$ cat src/rtl/mem_port_pkg.sv
// Shared definitions for the memory port controller: state encoding and
// default geometry of the 16-bit x 8-entry dual-port memory.
// Configuration macro: INIT_CLR_EN (adds the INIT state to the FSM).
package mem_port_pkg;

    localparam int DW_DEF = 16;
    localparam int AW_DEF = 3;

    typedef enum logic [2:0] {
        ST_IDLE     = 3'd0,
        ST_WR       = 3'd1,
        ST_RD_ISSUE = 3'd2,
        ST_RD_RESP  = 3'd3,
        ST_DONE     = 3'd4,
        ST_INIT     = 3'd5
    } state_t;

endpackage

$ cat src/rtl/mem_port_addr_gen.sv
// Burst address generator: wrapping address register plus remaining-beat
// counter. load takes priority over step; last flags the final beat.
module mem_port_addr_gen
    import mem_port_pkg::*;
#(
    parameter int AW = AW_DEF
) (
    input  logic          clk,
    input  logic          clr_n,
    input  logic          load_i,
    input  logic          step_i,
    input  logic [AW-1:0] addr_i,
    input  logic [AW-1:0] len_i,
    output logic [AW-1:0] addr_o,
    output logic          last_o
);

    logic [AW-1:0] addr_q, addr_d;
    logic [AW-1:0] rem_q, rem_d;

    // Next address/count: load a new burst, or advance one beat with natural wrap.
    always_comb begin
        addr_d = addr_q;
        rem_d  = rem_q;
        if (load_i) begin
            addr_d = addr_i;
            rem_d  = len_i;
        end else if (step_i) begin
            addr_d = addr_q + AW'(1);
            rem_d  = rem_q - AW'(1);
        end
    end

    // Counter registers, cleared on reset so a new burst always starts clean.
    always_ff @(posedge clk or negedge clr_n) begin
        if (!clr_n) begin
            addr_q <= '0;
            rem_q  <= '0;
        end else begin
            addr_q <= addr_d;
            rem_q  <= rem_d;
        end
    end

    assign addr_o = addr_q;
    assign last_o = (rem_q == '0);

endmodule

$ cat src/rtl/mem_port_ctrl.sv
// Request/response initiator for the dual-port memory: burst writes with one
// beat per accepted wdata, burst reads with one issue + one response per beat.
// Configuration macro: INIT_CLR_EN -- when defined, reset enters INIT and
// zero-fills every memory entry before accepting commands.
//
// state    | meaning
// ---------+-----------------------------------------------------------
// IDLE     | req_ready high, waiting for a command
// WR       | accepting write beats, mem_we follows wdata_valid
// RD_ISSUE | single-cycle mem_re for the current beat
// RD_RESP  | presenting registered memory output until rdata_ready
// DONE     | one-cycle done pulse, then back to IDLE
// INIT     | (INIT_CLR_EN only) writing 0 to addresses 0..DEPTH-1
module mem_port_ctrl
    import mem_port_pkg::*;
#(
    parameter int DW = DW_DEF,
    parameter int AW = AW_DEF
) (
    input  logic          clk,
    input  logic          clr_n,
    input  logic          req_valid,
    output logic          req_ready,
    input  logic          req_write,
    input  logic [AW-1:0] req_addr,
    input  logic [AW-1:0] req_len,
    input  logic          wdata_valid,
    output logic          wdata_ready,
    input  logic [DW-1:0] wdata,
    output logic          rdata_valid,
    input  logic          rdata_ready,
    output logic [DW-1:0] rdata,
    output logic          done,
    output logic          busy,
    output logic          mem_we,
    output logic          mem_re,
    output logic [AW-1:0] mem_addr,
    output logic [DW-1:0] mem_wdata,
    input  logic [DW-1:0] mem_rdata
);

    state_t        state_q, state_d;
    logic          ag_load, ag_step, ag_last;
    logic [AW-1:0] addr_q;

`ifdef INIT_CLR_EN
    localparam state_t RESET_STATE = ST_INIT;
`else
    localparam state_t RESET_STATE = ST_IDLE;
`endif

    mem_port_addr_gen #(.AW(AW)) u_addr_gen (
        .clk    (clk),
        .clr_n  (clr_n),
        .load_i (ag_load),
        .step_i (ag_step),
        .addr_i (req_addr),
        .len_i  (req_len),
        .addr_o (addr_q),
        .last_o (ag_last)
    );

    // State register.
    always_ff @(posedge clk or negedge clr_n) begin
        if (!clr_n) begin
            state_q <= RESET_STATE;
        end else begin
            state_q <= state_d;
        end
    end

    // Next-state and output decode; the direction of a burst is carried by the state itself.
    always_comb begin
        state_d     = state_q;
        req_ready   = 1'b0;
        wdata_ready = 1'b0;
        rdata_valid = 1'b0;
        rdata       = '0;
        done        = 1'b0;
        mem_we      = 1'b0;
        mem_re      = 1'b0;
        mem_wdata   = '0;
        ag_load     = 1'b0;
        ag_step     = 1'b0;
        case (state_q)
            ST_IDLE: begin
                req_ready = 1'b1;
                if (req_valid) begin
                    ag_load = 1'b1;
                    state_d = req_write ? ST_WR : ST_RD_ISSUE;
                end
            end
            ST_WR: begin
                wdata_ready = 1'b1;
                mem_we      = wdata_valid;
                mem_wdata   = wdata;
                if (wdata_valid) begin
                    if (ag_last) begin
                        state_d = ST_DONE;
                    end else begin
                        ag_step = 1'b1;
                    end
                end
            end
            ST_RD_ISSUE: begin
                mem_re  = 1'b1;
                state_d = ST_RD_RESP;
            end
            ST_RD_RESP: begin
                // mem_re stays low here so the memory holds its output during a stall
                rdata_valid = 1'b1;
                rdata       = mem_rdata;
                if (rdata_ready) begin
                    if (ag_last) begin
                        state_d = ST_DONE;
                    end else begin
                        ag_step = 1'b1;
                        state_d = ST_RD_ISSUE;
                    end
                end
            end
            ST_DONE: begin
                done    = 1'b1;
                state_d = ST_IDLE;
            end
`ifdef INIT_CLR_EN
            ST_INIT: begin
                // address counter starts at 0 from reset and sweeps every entry once
                mem_we    = 1'b1;
                mem_wdata = '0;
                ag_step   = 1'b1;
                if (&addr_q) begin
                    state_d = ST_IDLE;
                end
            end
`endif
            default: begin
                state_d = ST_IDLE;
            end
        endcase
    end

    assign busy     = (state_q != ST_IDLE);
    assign mem_addr = addr_q;

endmodule

$ cat config.mk
export PLATFORM = sky130hd
export DESIGN_NAME = mem_port_ctrl
export DESIGN_NICKNAME = d
export VERILOG_FILES = /design/src/rtl/mem_port_pkg.sv /design/src/rtl/mem_port_addr_gen.sv /design/src/rtl/mem_port_ctrl.sv
export SDC_FILE = /design/constraint.sdc
export NUM_CORES = 1
export LEC_CHECK = 0
export BUFFER_PORTS_ARGS = -buffer_cell sky130_fd_sc_hd__buf_4
export CORE_MARGIN = 3
export CORE_UTILIZATION = 37
export CTS_CLUSTER_SIZE = 24
export DETAILED_ROUTE_END_ITERATION = 12
export PLACE_DENSITY = 0.83
export SYNTH_ARGS = -nofsm -noshare
export SYNTH_HDL_FRONTEND = slang
export SYNTH_SLANG_ARGS = --single-unit
$ cat constraint.sdc
create_clock -name clk -period 2.3 [get_ports clk]
set_input_delay 0 -clock clk [delete_from_list [all_inputs] [get_ports clk]]
set_output_delay 0 -clock clk [all_outputs]
set_load 0.02 [all_outputs]
==> flow_metrics.tcl <==
set metrics [dict create \
    status "finished, final reports clean" \
    min_period_ns 1.627 \
    die_area_um2 2827 \
    synthToLayoutAreaGrowth_pct 90.58 \
    layout.nets 240 \
    crit_slowest_cell "dfrtp_1" \
    clkTransAtPathRegs_ns 0.06 \
    synth_top_cell_area_share_pct 27.36 \
    finalPower_mw 1.876 \
    synthArstFlopShare_pct 100.0 \
    fin_cells 219 \
    crit_arrival_ns 1.75 \
    cts_made_buffers 3 \
    diodes 0 \
    gr-total-overflow 0 \
    finClkSkew_ns 0.0009796 \
    gp_congestion 0.7423 \
    root_buffer "clkbuf_4" \
    multi_input_area_um2 546.8 \
    fill_cells 165 \
    hold_viol 0 \
    fmax_ghz 0.6148 \
    rsz0062_at_grt "no" \
    crit_path_max_incr_delay_ns 0.37 \
    power_density_nw_per_um2 1195 \
    synth_fp_nets 148 \
    portBuffers 85 \
    cp-start-kind "flop" \
    tightest_slew_ns 0.6461 \
    vdd_drop_max_mv 0.8515 \
    slew_headroom_pct 56.69 \
    first_pass_iters 4 \
    io-pin-count 86 \
    setup_viol 0 \
    antenna_left 0 \
    grt_use_met1_pct 22.03 \
    synth_ff_type "dfrtp_1" \
    wire_per_inst_um 13.90 \
    grt_pass1_vias 954 \
    fp.coreArea_um2 2042 \
    synth.cell_area_um2 823.3 \
    seqCellArea_um2 225.2 \
    drc 0 \
    ys_seq_elements 9 \
    grtUsageMet2_pct 41.53 \
    dieHeight_um 53.17 \
    setup_tns_ns 0 \
    syn_area_per_cell_um2 8.151 \
    cts_tree "yes" \
    grt_pass1_wl_um 4416 \
    grt_max_degree 19 \
    vias 1044 \
    placed_cells 207 \
    final_layout_size_suffix_gt1_share_pct 47.92 \
    antenna_found_initial 0 \
    hpwl_um 2504 \
    drv_cap 0 \
    clkSinkCount 9 \
    synth_area_leaders "dfrtp_1, and2_1, ha_1, mux2i_1, nand2_1" \
    grt_usage_pct 21.21 \
    crit_chain "inv_1 -> ha_1 -> nor2b_1 -> nor3_4 -> mux2i_1 -> o21ai_1" \
    seq_area_frac_synth_pct 27.36 \
    clk-insertion-delay-late_ns 0.26 \
    top_usage_layer "met2" \
    ys_types 29 \
    critPathCaptureType "flop" \
    syn_inst 101 \
    synth_edf_count 0 \
    hold_path_class "input pin to flop" \
    worst_ep_required_time_ns 2.42 \
    min_period_over_period_pct 70.72 \
    yosys_warnings 0 \
    worstSetupPathType "flop to flop" \
    slew_viol_final 0 \
    grt_use_met3_pct 4.507 \
    p_leak_nw 0.8264 \
    post_cts_buffers 0 \
    routed_wl_um 3044 \
    crit_fanout 5 \
    drtIter0Drc 15 \
    rows 16 \
    fin_util_pct 76.84 \
    htreeDepth 1 \
    start_util_pct 40.32 \
    viasPerCell 4.767 \
    yosysTopAreaCell "dfrtp_1" \
    clockBufferDepth 2 \
    die_x_um 53.17 \
]
per-layer routing:
| layer | vias up | part of all wire, % |
|---|---|---|
| met1 | 481 | 34 |
| met5 | - | 0 |
| met4 | 0 | 0.89 |
| met2 | 53 | 53 |
| met3 | 2 | 11 |
| li1 | 508 | - |
stage by stage:
step / hold slack, ns / setup WS, ns / instance area [um2]
2_1_floorplan: -0.2956 / 0.8616 / 823.3
3_3_place_gp: -0.1702 / 0.7777 / 1463
3_5_place_dp: -0.1707 / 0.6994 / 1463
4_1_cts: 0.04422 / 0.6694 / 1569
5_1_grt: 0.06911 / 0.5384 / 1569
6_report: 0.05183 / 0.6734 / 1569
cell type report:
cell class                 instances  area share, %
timing repair buffer              94          46.25
multi-input combinational         82          34.85
sequential                         9          14.35
tap                               27          2.153
clock buffer                       4          1.675
inverter                           3         0.7177
critical path: cells and delay by family (launching register included):
kind	cells	cell delay (ns)
AND/OR/NAND/NOR	2	0.51
adder cells (fa/ha/maj)	1	0.23
buffers and inverters	1	0.07
multiplexers	1	0.23
AO/OA/AOI/OAI	1	0.08
flip-flops	1	0.37
cell usage in the layout, fill, tap and decap left out, drive strengths merged, types with 2 or more instances in the layout:
| cell | instances |
|---|---|
| buf | 86 |
| inv | 3 |
| clkbuf | 4 |
| a21oi | 2 |
| nand2b | 4 |
| nor3b | 3 |
| nor2 | 4 |
| nor3 | 3 |
| mux2i | 3 |
| dfrtp | 9 |
| and2 | 33 |
| ha | 3 |
| o21ai | 5 |
| nor2b | 3 |
| nand2 | 7 |
| dlygate4sd3 | 8 |
| xnor2 | 2 |
| nand3 | 2 |
flip-flops by register name, indices dropped and copies added, names as in the netlist:
register,count
state_q,3
u_addr_gen.addr_o,3
u_addr_gen.rem_q,3
cells in the mapped netlist (2+ instances only):
| cell | instances |
|---|---|
| a21oi_1 | 2 |
| and2_1 | 33 |
| buf_2 | 5 |
| dfrtp_1 | 9 |
| ha_1 | 3 |
| inv_1 | 3 |
| mux2i_1 | 3 |
| nand2_1 | 7 |
| nand2b_1 | 4 |
| nand3_1 | 2 |
| nor2_1 | 4 |
| nor2b_1 | 3 |
| nor3b_1 | 2 |
| o21ai_1 | 5 |
| xnor2_1 | 2 |
repair_timing:
| action | in CTS | in global routing |
|---|---|---|
| hold endpoints to repair | 16 | 0 |
| gates resized for setup | 0 | 0 |
| hold buffers | 8 | 0 |
path summary, 6_finish.rpt:
| kind | startpoint | end | slack, ns | cells after the start |
|---|---|---|---|---|
| worst max register to register | u_addr_gen.rem_q[0] | u_addr_gen.addr_o[1] | 0.67 | 6 |
| worst min-delay path | req_write | state_q[1] | 0.05 | 4 |
| worst min register to register | u_addr_gen.addr_o[2] | u_addr_gen.addr_o[2] | 0.58 | 2 |
| worst max-delay path | u_addr_gen.rem_q[0] | u_addr_gen.addr_o[1] | 0.67 | 6 |
| max in group asynchronous | clr_n | u_addr_gen.addr_o[2] | 2.08 | 2 |
| min in group asynchronous | clr_n | u_addr_gen.addr_o[1] | 0.09 | 2 |
report_power, final:
part	total (mW)	switching (mW)	internal, mW
sequential	0.338	0.100	0.238
combinational	1.41	0.762	0.653
clock	0.123	0.0557	0.0669
total	1.88	0.918	0.958
logic make-up after synthesis:
logic type                 share of synthesized area, %
muxes                                             5.015
buffers and inverters                             6.230
adders and majority gates                         4.560
and+or+nand+nor                                   46.35
AOI/OAI and AO/OA                                 7.295
DFF                                               27.36
xor gates and xnor gates                          3.192
(Power assumes the default switching activity.)
